==> config.mk <==
export PLATFORM = sky130hd
export DESIGN_NAME = tdfc_stream_queue4
export DESIGN_NICKNAME = d
export VERILOG_FILES = /design/src/rtl/tdfc_stream_queue4.sv
export SDC_FILE = /design/constraint.sdc
export NUM_CORES = 1
export LEC_CHECK = 0
export ABC_CLOCK_PERIOD_IN_PS = 3000
export BUFFER_PORTS_ARGS = -buffer_cell sky130_fd_sc_hd__buf_2
export CAP_MARGIN = 10
export CORE_MARGIN = 4
export CORE_UTILIZATION = 60
export CTS_CLUSTER_SIZE = 28
export DETAILED_ROUTE_END_ITERATION = 7
export GPL_ROUTABILITY_DRIVEN = 0
export PLACE_DENSITY = 0.91
export SETUP_SLACK_MARGIN = 0.5
export SYNTH_ARGS = -nofsm -noshare
export SYNTH_HDL_FRONTEND = slang
export SYNTH_SLANG_ARGS = --single-unit
==> constraint.sdc <==
create_clock -name clock -period 3 [get_ports clock]
set_input_delay 0.15 -clock clock [delete_from_list [all_inputs] [get_ports clock]]
set_output_delay 0.15 -clock clock [all_outputs]
set_load 0.005 [all_outputs]
==> src/rtl/tdfc_stream_queue4.sv <==
// tdfc_stream_queue4: four-entry elastic buffer for a _d/_e/_v/_b token stream.
// Each entry holds {end-of-stream flag, data}, so the flag travels with its
// token. Back-pressure and valid come only from the registered count, which
// keeps the upstream and downstream handshakes free of combinational paths.
module tdfc_stream_queue4 #(
   parameter int WIDTH = 8
) (
   input  logic             clock,
   input  logic             reset,
   input  logic [WIDTH-1:0] in_d,
   input  logic             in_e,
   input  logic             in_v,
   output logic             in_b,
   output logic [WIDTH-1:0] out_d,
   output logic             out_e,
   output logic             out_v,
   input  logic             out_b,
   output logic [2:0]       level
);

   localparam int DEPTH = 4;

   logic [WIDTH:0] mem [DEPTH];
   logic [1:0]     wr_ptr;
   logic [1:0]     rd_ptr;
   logic [2:0]     count;
   logic [2:0]     count_next;
   logic           push;
   logic           pop;
   logic [WIDTH:0] head;

   // Handshake decode: flags come from the registered count only.
   always_comb begin
      // NOTE: every always_comb output gets a default first so no path leaves it unassigned (no latch).
      in_b  = 1'b0;
      out_v = 1'b0;
      push  = 1'b0;
      pop   = 1'b0;
      head  = mem[rd_ptr];
      in_b  = (count == 3'd4);
      out_v = (count != 3'd0);
      push  = in_v && !in_b;
      pop   = out_v && !out_b;
   end

   // Next occupancy: a simultaneous push and pop leaves the count unchanged.
   always_comb begin
      count_next = count;
      case ({push, pop})
         2'b10:   count_next = count + 3'd1;
         2'b01:   count_next = count - 3'd1;
         default: count_next = count;
      endcase
   end

   // Pointer and count registers; pointers wrap 3->0 through 2-bit overflow.
   always_ff @(posedge clock or negedge reset) begin
      if (!reset) begin
         // NOTE: sequential state uses non-blocking (<=) so every register samples pre-edge values.
         wr_ptr <= 2'd0;
         rd_ptr <= 2'd0;
         count  <= 3'd0;
      end else begin
         if (push) begin
            wr_ptr <= wr_ptr + 2'd1;
         end
         if (pop) begin
            rd_ptr <= rd_ptr + 2'd1;
         end
         count <= count_next;
      end
   end

   // Token storage, cleared on reset so the outputs read zero while held in reset.
   always_ff @(posedge clock or negedge reset) begin
      if (!reset) begin
         // NOTE: the storage is deliberately reset so out_d/out_e show zero, not stale tokens, during reset.
         for (int i = 0; i < DEPTH; i++) begin
            mem[i] <= '0;
         end
      end else if (push) begin
         mem[wr_ptr] <= {in_e, in_d};
      end
   end

   assign out_d = head[WIDTH-1:0];
   assign out_e = head[WIDTH];
   assign level = count;

endmodule

==> metrics.cfg, run 1 <==
[synthesis]
ys_ff_latch = 43
synth.net_count = 143
synth.yosys.seq_area_share_pct = 55.1
syn_area_um2 = 1950
synth.distinct_cells = 18
avgSynthCellArea_um2 = 15.8
syn_inst = 124
ys_warn_count = 0

[power_and_ir_drop]
p_clk_share_pct = 15.1
power.density_nw_per_um2 = 1120
p_seq_share_pct = 44.4
swShare_pct = 31.1
p_leak_nw = 0.994
internal_power_mw = 1.71
pwr-share-comb_pct = 40.5
switchingPower_uw = 775
worst_ir_drop_vdd_v = 0.000620

[floorplanning]
rows = 20
die-area_um2 = 4230
chipWidth_um = 65.1
io_pins = 27
core_um2 = 3080
start_util_pct = 63.5
fp.dieH_um = 65.1

[clock_network]
cts_tree = done
cts_max_level = 2
ctsRootBufferMaster = clkbuf_4
insertion_delay_ps = 350
numCtsBuffers = 5
clk_pin_slew_ps = 120
cts.sinks = 43
clockBufferDepth = 2

[global_route]
grt_pass1_wl_um = 5870
grt_usage_pct = 19.0
grt_overflow_total = 0
grt_pass1_vias = 1228
grt_max_degree = 44
antenna_found_initial = 0

[placed_design]
dp_cells = 192
post-dp-hpwl_um = 2360
io_buffers = 26

[sta]
rsz0062_at_grt = no
finalCritPeriodShare_pct = 76.0
slew_viol_final = 0
finClkSkew_ps = 10.6
fmax_mhz = 439
finalHoldViolCount = 0
worstMarginPinSlew_ps = 921
fin_crit_ps = 2280
setup_violations = 0
max_slew_margin_pct = 38.6
setup_tns_ps = 0

[final_layout]
layout_commonest_cell = dfrtp_1
drive_gt1_share_pct = 54.8
final_cell_mix = 43 x dfrtp_1, 37 x mux2_2, 26 x buf_2
antennaDiodeCount = 0
seqCellArea_um2 = 1080
final_cells = 201
areaGrowthSynthToFinish_pct = 14.0
fillers = 215
multi_input_area_um2 = 846
nets = 175

[setup_path]
crit_path_end_kind = register
worstPathRequired_ps = 3270
path_class = reg2reg
crit_arrival_ps = 2550
path_max_fanout = 6
cp-start-kind = register
reg2reg_slack_ps = 720

[detailed_routing]
avgRoutedWirePerCell_um = 16.8
ant_nets = 0
vias = 1096
drc = 0
drt_first_pass_iters = 2
viasPerCell = 5.45
drt_iter0_markers = 28
drt_wl_total_um = 3370

[job]
drv_cap = 0

[worst_hold_path]
hp-class = in2reg

[outcome]
status = finished clean

[cell usage after synthesis]
| cell | instances | area share (%) |
|---|---|---|
| dfrtp_1 | 43 | 55 |
| mux2_2 | 37 | 21 |
| mux4_2 | 9 | 10 |
| inv_1 | 6 | 1.2 |
| ha_1 | 5 | 3.2 |
| nand2_1 | 4 | 0.77 |
| nor2_2 | 4 | 1.3 |
| xor2_1 | 4 | 1.8 |
| nor2_1 | 2 | 0.38 |
| xnor2_1 | 2 | 0.90 |
| buf_2 | 1 | 0.26 |
| clkbuf_1 | 1 | 0.19 |
| fa_1 | 1 | 1.0 |
| mux2i_1 | 1 | 0.51 |
| nor3_1 | 1 | 0.26 |
| nor3b_1 | 1 | 0.38 |
| nor3b_2 | 1 | 0.64 |
| or2b_2 | 1 | 0.45 |
[flip-flops by register name (all words and copies together) (netlist names)]
name    count
mem        36
level       3
rd_ptr      2
wr_ptr      2
[final cells by class]
| type | instances | area share (%) |
|---|---|---|
| flip-flops and latches | 43 | 48.3 |
| multi-input cells | 73 | 38.0 |
| inverters | 6 | 1.01 |
| clock buffers | 6 | 2.30 |
| clock inverters | 2 | 1.57 |
| repair buffers | 27 | 6.30 |
| well taps | 44 | 2.47 |
[power by group through the flow]
stage	logic [mW]	clock network (mW)	registers (mW)
CTS	1.03	0.385	1.11
floorplan	0.795	0	1.01
detailed placement	1.02	0	1.13
global placement	0.978	0	1.09
global route	1.12	0.423	1.16
finish	1.01	0.375	1.11
[timing repair]
| item | CTS | global route |
|---|---|---|
| resized for setup | 0 | 0 |
| hold endpoints to repair | 43 | 0 |
| hold buffers | 1 | 0 |
| setup buffers | 0 | 0 |
[worst paths after layout]
path,from,to,cells after the start
setup / recovery,level[0],level[2],8
hold / removal,in_d[2],mem[20],2
setup reg to reg,level[0],level[2],8
hold reg to reg,mem[7],mem[7],1
max in group asynchronous,reset,mem[16],2
min in group asynchronous,reset,mem[6],2
[critical path, stage by stage (launching register included)]
cell     delay, ps
dfrtp_1        450
nor3b_2        440
or2b_2         230
ha_1           190
inv_1           70
fa_1           380
xor2_1         150
nor2_1         120
xor2_1         170
[metal layers]
| metal | share of wire (%) | vias to the layer above | GRT usage, % |
|---|---|---|---|
| li1 | - | 501 | - |
| met1 | 40 | 570 | 21.6 |
| met2 | 54 | 21 | 34.6 |
| met3 | 4.7 | 4 | 6.07 |
| met4 | 0.89 | 0 | 4.66 |
| met5 | 0 | - | 0 |
[cells by family after synthesis]
group | Yosys count | synth area share, %
buffers and inverters | 8 | 1.60
XOR/XNOR | 6 | 2.69
adder cells (fa/ha/maj) | 6 | 4.23
multiplexers | 47 | 32.2
AND/OR/NAND/NOR | 14 | 4.16
flip-flops | 43 | 55.1
[metrics by stage]
step / area, um2 / hold slack, ps / util (%) / setup WS, ps / total power [mW]
after floorplan: 1950 / -146 / - / 907 / 1.81
after global placement: 2130 / 314 / 69.2 / 903 / 2.07
after detailed placement: 2130 / 333 / 69.2 / 766 / 2.15
after CTS: 2230 / 48.3 / 72.3 / 721 / 2.52
after global routing: 2230 / 40.1 / 72.3 / 580 / 2.70
final: 2230 / 63.8 / 72.3 / 721 / 2.49
No activity file was read; power rests on OpenSTA's default activity.
==> run 2, diff against run 1 <==
- ABC_CLOCK_PERIOD_IN_PS: 3000 -> 2200
- CORE_UTILIZATION: 60 -> 56
- PLACE_DENSITY: 0.91 -> 0.86
- clock period: 3 -> 2.2 ns (I/O delays scaled with it)
==> metrics.cfg, run 2 (same netlist as run 1, synthesis figures left out) <==
[outcome]
status = finished clean

[global_route]
grt_pass1_vias = 1259  ; +2.5%
grt_pass1_wl_um = 6020  ; +2.7%
grt_max_degree = 44  ; unchanged
grt_usage_pct = 19.1  ; +0.074 points
grt_overflow_total = 0  ; unchanged
antenna_found_initial = 0  ; unchanged

[floorplanning]
start_util_pct = 58.1  ; -5.4 points
chipWidth_um = 67.1  ; +3.1%
fp.dieH_um = 67.1  ; +3.1%
die-area_um2 = 4500  ; +6.2%
rows = 21  ; +5.0%
core_um2 = 3360  ; +9.3%
io_pins = 27  ; unchanged

[detailed_routing]
drc = 0  ; unchanged
vias = 1140  ; +4.0%
ant_nets = 0  ; unchanged
avgRoutedWirePerCell_um = 16.6  ; -0.92%
viasPerCell = 5.33  ; -2.3%
drt_wl_total_um = 3560  ; +5.5%
drt_first_pass_iters = 4  ; +2
drt_iter0_markers = 39  ; +39%

[setup_path]
critPathMostFrequentCell = xor2_1
cp_top_family = simple AND/OR/NAND/NOR gates
crit_path_end_kind = register
reg2reg_slack_ps = 400  ; -320 ps
crit_path_max_incr_delay_ps = 460  ; about the same
path_class = reg2reg
r2r-start = level[1]
crit_arrival_ps = 2080  ; -470 ps
critPathSlowestCell = dfrtp_2
cp-start-kind = register
cp.depth = 8  ; unchanged
worst-path-buf-inv = 1  ; unchanged
critPathLaunch = level[1]
rr_worst_depth = 8  ; unchanged
worstPathRequired_ps = 2490  ; -780 ps
path_max_fanout = 4  ; -2
crit_chain = nor3b_4, or2b_4, ha_4, inv_2, fa_2, xor2_1, nor2_1, xor2_1

[sta]
finClkSkew_ps = 10.0  ; -0.580 ps
setup_tns_ps = 0  ; unchanged
slew_viol_final = 0  ; unchanged
max_slew_margin_pct = 36.8  ; -1.8 points
finalWorstSetupSlack_ps = 404  ; -317 ps
finalCritPeriodShare_pct = 81.6  ; +5.7 points
hold_slack_ps = 24.3  ; -39.6 ps
fmax_mhz = 557  ; +27%
fin_crit_ps = 1800  ; -483 ps
worstMarginPinSlew_ps = 948  ; +26.8 ps
setup_violations = 0  ; unchanged
rsz0062_at_grt = yes
finalHoldViolCount = 0  ; unchanged

[final_layout]
layout_commonest_cell = dfrtp_1
largest_register = mem
fillers = 263  ; +22%
largest_reg_flops = 36  ; unchanged
areaGrowthSynthToFinish_pct = 21.9
postLayoutCellArea_um2 = 2380  ; +7.0%
antennaDiodeCount = 0  ; unchanged
final_cell_mix = 39 x dfrtp_1, 37 x mux2_2, 26 x buf_2
drive_gt1_share_pct = 60.7  ; +5.9 points
nets = 186  ; +6.3%

[power_and_ir_drop]
power.total_mw = 3.59  ; +44%
p_seq_share_pct = 41.2  ; -3.2 points
switchingPower_mw = 1.12  ; +45%
p_clk_share_pct = 14.5  ; -0.6 points
power.density_nw_per_um2 = 1510  ; +35%
internal_power_mw = 2.47  ; +44%
worst_ir_drop_vdd_v = 0.000839  ; +35%
p_leak_nw = 1.05  ; +5.7%
swShare_pct = 31.2  ; +0.077 points
pwr-share-comb_pct = 44.3  ; +3.8 points

[placed_design]
dp_slack_ps = 188  ; -578 ps
io_buffers = 26  ; unchanged
post-dp-hpwl_um = 2390  ; +1.2%
placed_area_um2 = 2160  ; +1.6%

[clock_network]
ctsRootBufferMaster = clkbuf_4
cts_max_level = 2  ; unchanged
insertion_delay_ps = 360  ; about the same
cts_tree = done
numCtsBuffers = 5  ; unchanged
clk_pin_slew_ps = 130  ; about the same
cts.sinks = 43  ; unchanged
clockBufferDepth = 2  ; unchanged

[job]
drv_cap = 0  ; unchanged

[worst_hold_path]
hp-class = in2reg
holdPathStages = 2  ; unchanged
worstHoldStart = in_d[2]

## run 2: cell type report
class	instances	area, um2	share of cell area (%)
Clock buffer	6	51.3	2.15
Clock inverter	2	35.0	1.47
Inverter	6	22.5	0.946
Multi-Input combinational cell	73	892	37.5
Sequential cell	43	1080	45.4
Tap cell	46	57.6	2.42
Timing Repair Buffer	38	241	10.1
## run 2: worst register-to-register path, cell delays in order (launching register included)
cell,delay [ps]
dfrtp_2,460
nor3b_4,230
or2b_4,170
ha_4,130
inv_2,30
fa_2,320
xor2_1,140
nor2_1,110
xor2_1,140
## run 2: power groups by stage
stage,clock (mW),sequential [mW],combinational [mW]
finish,0.521,1.48,1.59
global route,0.572,1.54,1.76
CTS,0.536,1.48,1.59
detailed placement,0,1.51,1.48
global placement,0,1.46,1.42
floorplan,0,1.39,1.11
## run 2: routing by layer
| layer | track usage (%) | part of all wire (%) | up-vias |
|---|---|---|---|
| met4 | 6.84 | 1.4 | 0 |
| met1 | 23.2 | 41 | 574 |
| li1 | - | - | 530 |
| met2 | 31.4 | 52 | 29 |
| met3 | 6.41 | 5.5 | 7 |
| met5 | 0 | 0 | - |
## run 2: final timing paths
path,to
min reg2reg,mem[34]
max in group asynchronous,rd_ptr[1]
max,level[2]
min,mem[29]
min in group asynchronous,mem[18]
max reg2reg,level[2]
## run 2: repair_timing
action | 4_1_cts | 5_1_grt
gates cloned | 0 | 0
pin swaps | 3 | 0
setup buffers | 5 | 2
hold buffers | 2 | 2
setup endpoints to repair | 34 | 20
endpoints found under the hold margin | 44 | 4
resized for setup | 7 | 4
## run 2: through the flow
| step | cells | utilization (%) |
|---|---|---|
| floorplan | 124 | - |
| global placement | 195 | 64.4 |
| detailed placement | 195 | 64.4 |
| CTS | 210 | 69.4 |
| global route | 214 | 70.8 |
| finish | 214 | 70.8 |
==> run 3, diff against run 2 <==
- ABC_AREA: not set -> 1
- ABC_CLOCK_PERIOD_IN_PS: 2200 -> 1700
- CORE_UTILIZATION: 56 -> 58
- PLACE_DENSITY: 0.86 -> 0.87
- clock period: 2.2 -> 1.7 ns (I/O delays scaled with it)
==> metrics.cfg, run 3 <==
[floorplanning]
core_um2 = 3740  ; +11%
start_util_pct = 61.2  ; +3.2 points
fp.dieH_um = 70.9  ; +5.7%
io_pins = 27  ; unchanged
die-area_um2 = 5020  ; +12%
rows = 22  ; +4.8%
chipWidth_um = 70.9  ; +5.7%

[detailed_routing]
drc = 0  ; unchanged
vias = 2442  ; +110%
drt_wl_total_um = 7640  ; +110%
avgRoutedWirePerCell_um = 20.5  ; +23%
viasPerCell = 6.55  ; +23%
drt_iter0_markers = 354  ; +810%
ant_nets = 0  ; unchanged
drt_first_pass_iters = 5  ; +1

[setup_path]
critPathSlowestCell = dfrtp_1
path_max_fanout = 2  ; -2
cp_top_family = simple AND/OR/NAND/NOR gates
crit_arrival_ps = 1840  ; -240 ps
cp-start-kind = register
path_class = reg2reg
crit_path_max_incr_delay_ps = 430  ; -30 ps
crit_chain = nor2_4, nand2_4, nand2_8, ha_4, inv_4, fa_2, nand2_2, nand3_1, nand2_1, nand2_1
worstPathRequired_ps = 1900  ; -590 ps
critPathMostFrequentCell = nand2_1
worst-path-buf-inv = 1  ; unchanged
crit_path_end_kind = register

[final_layout]
antennaDiodeCount = 0  ; unchanged
fillers = 197  ; -25%
drive_gt1_share_pct = 34.2  ; -27 points
postLayoutCellArea_um2 = 3030  ; +27%
largest_reg_flops = 36  ; unchanged
multi_input_area_um2 = 1240  ; +39%
largest_register = mem
seqCellArea_um2 = 1080  ; -0.23%
final_cell_mix = 87 x nand2_1, 41 x dfrtp_1, 37 x nand4_1
nets = 343  ; +84%
layout_commonest_cell = nand2_1
areaGrowthSynthToFinish_pct = 32.0

[global_route]
grt_overflow_total = 0  ; unchanged
antenna_found_initial = 0  ; unchanged
grt_pass1_vias = 2092  ; +66%
grt_pass1_wl_um = 10200  ; +69%
grt_max_degree = 44  ; unchanged
grt_usage_pct = 26.1  ; +7.1 points

[power_and_ir_drop]
internal_power_mw = 3.46  ; +40%
worst_ir_drop_vdd_v = 0.00164  ; +95%
p_clk_share_pct = 10.3  ; -4.2 points
p_leak_nw = 1.49  ; +41%
pwr-share-comb_pct = 59.3  ; +15 points
p_seq_share_pct = 30.4  ; -11 points
power.total_mw = 6.39  ; +78%
swShare_pct = 45.9  ; +15 points
power.density_nw_per_um2 = 2110  ; +40%
switchingPower_mw = 2.93  ; +160%

[clock_network]
ctsRootBufferMaster = clkbuf_8
insertion_delay_ps = 310  ; -50 ps
clockBufferDepth = 2  ; unchanged
clk_pin_slew_ps = 90  ; -40 ps
cts_max_level = 2  ; unchanged
cts.sinks = 43  ; unchanged
numCtsBuffers = 5  ; unchanged
cts_tree = done

[placed_design]
io_buffers = 26  ; unchanged
placed_area_um2 = 2440  ; +13%
post-dp-hpwl_um = 3530  ; +48%

[sta]
rsz0062_at_grt = yes
worstMarginPinSlew_ps = 548  ; -399 ps
slew_viol_final = 0  ; unchanged
max_slew_margin_pct = 63.4  ; +27 points
hold_slack_ps = 63.1  ; +38.9 ps
finClkSkew_ps = 7.21  ; -2.82 ps
fmax_mhz = 611  ; +9.7%
finalCritPeriodShare_pct = 96.3  ; +15 points
finalHoldViolCount = 0  ; unchanged
setup_violations = 0  ; unchanged
fin_crit_ps = 1640  ; -159 ps

[synthesis]
synth_compound_area_share_pct = 6.11  ; +6.1 points
synth.distinct_cells = 24  ; +6
synth.net_count = 294  ; +110%
synth_top_family_by_area = simple AND/OR/NAND/NOR gates
synth_most_common_cell = nand2_1
synth_top_area_share_pct = 46.9  ; -8.1 points
synth_edf_count = 0  ; unchanged
syn_inst = 275  ; +120%
synthTopCellsByArea = dfrtp_1 47%, nand2_1 15%, nand4_1 10%
async_flop_share_pct = 100  ; unchanged
synth_xor_area_share_pct = 0.382  ; -2.3 points
ys_ff_latch = 43  ; unchanged
synthAdderAreaFrac_pct = 3.60  ; -0.63 points
synth-simple-area-share_pct = 34.3  ; +30 points
netlist.top_cell.by_area = dfrtp_1
ys_warn_count = 0  ; unchanged
synth.mux.area_fraction_pct = 0  ; -32 points
syn_area_um2 = 2290  ; +17%
synth_ff_type = dfrtp_1
synth.yosys.seq_area_share_pct = 46.9  ; -8.1 points
avgSynthCellArea_um2 = 8.34  ; -47%
yosys-top-cells-count = 90 x nand2_1, 43 x dfrtp_1, 37 x nand4_1, 27 x nor2_1, 19 x o21ai_0

[job]
drv_cap = 0  ; unchanged

[worst_hold_path]
hp-class = in2reg

[outcome]
status = finished clean

-- run 3: changes by cell type after synthesis, moves of 4 or more --
cell     before  now
o21ai_0       0   19
nand3_1       0    5
xor2_1        4    0
mux4_2        9    0
inv_1         6   12
nand2_1       4   90
buf_4         0    5
nor2_2        4    0
nor2_1        2   27
nand4_1       0   37
o21ai_1       0    9
mux2_2       37    0
buf_6         0    4
-- run 3: per-stage QoR --
step / utilization [%] / setup TNS, ps / worst slack, ps / instances
CTS: 73.0 / 0 / 108 / 362
floorplan: - / -50.7 / -27.9 / 275
global route: 80.8 / -37.9 / -37.9 / 373
global placement: 65.3 / 0 / 111 / 344
finish: 80.8 / 0 / 63.1 / 373
detailed placement: 65.3 / 0 / 28.6 / 344
-- run 3: per-layer routing --
layer / routed length [um] / track usage (%) / part of all wire (%) / up-vias
met4: 376 / 14.8 / 4.9 / 0
li1: - / - / - / 1021
met3: 1030 / 7.10 / 13 / 45
met1: 2700 / 33.1 / 35 / 1141
met5: 0 / 0 / 0 / -
met2: 3530 / 40.5 / 46 / 235
-- run 3: tightest hold or removal path, cell delays in order --
cell	delay, ps
buf_2	120
nand4_1	80
nand2_1	50
-- run 3: cells by family after synthesis --
| group | after synthesis |
|---|---|
| and+or+nand+nor | 166 |
| buffers and inverters | 31 |
| AOI/OAI and AO/OA | 28 |
| adders and majority gates | 6 |
| DFF | 43 |
| xor gates and xnor gates | 1 |
-- run 3: worst paths after layout --
| path | startpoint | endpoint | slack (ps) | depth (start not counted) |
|---|---|---|---|---|
| worst max-delay path | level[0] | level[2] | 60 | 10 |
| worst min-delay path | in_d[2] | mem[2] | 60 | 3 |
| worst max register to register | level[0] | level[2] | 60 | 10 |
| worst min register to register | mem[6] | mem[6] | 480 | 2 |
| max in group asynchronous | reset | rd_ptr[0] | 930 | 3 |
| min in group asynchronous | reset | mem[26] | 380 | 3 |
-- run 3: layout make-up --
class | count | area share (%)
Inverter | 13 | 1.90
Sequential cell | 43 | 35.6
Timing Repair inverter | 3 | 0.744
Clock buffer | 6 | 2.40
Tap cell | 48 | 1.99
Timing Repair Buffer | 55 | 15.8
Multi-Input combinational cell | 203 | 41.1
Clock inverter | 2 | 0.414
-- run 3: power groups by stage --
stage	registers [mW]	clock network, mW	logic, mW
detailed placement	1.79	0	2.40
global route	1.98	0.690	4.04
finish	1.94	0.656	3.79
CTS	1.81	0.653	2.85
floorplan	1.75	0	1.69
global placement	1.76	0	2.32
-- run 3: timing repair --
action,CTS,global route
buffers inserted,4,8
pin swaps,2,19
hold endpoints to repair,43,0
resized for setup,25,61
endpoints found under the setup margin,52,54
hold buffers,1,0
gates cloned,5,3
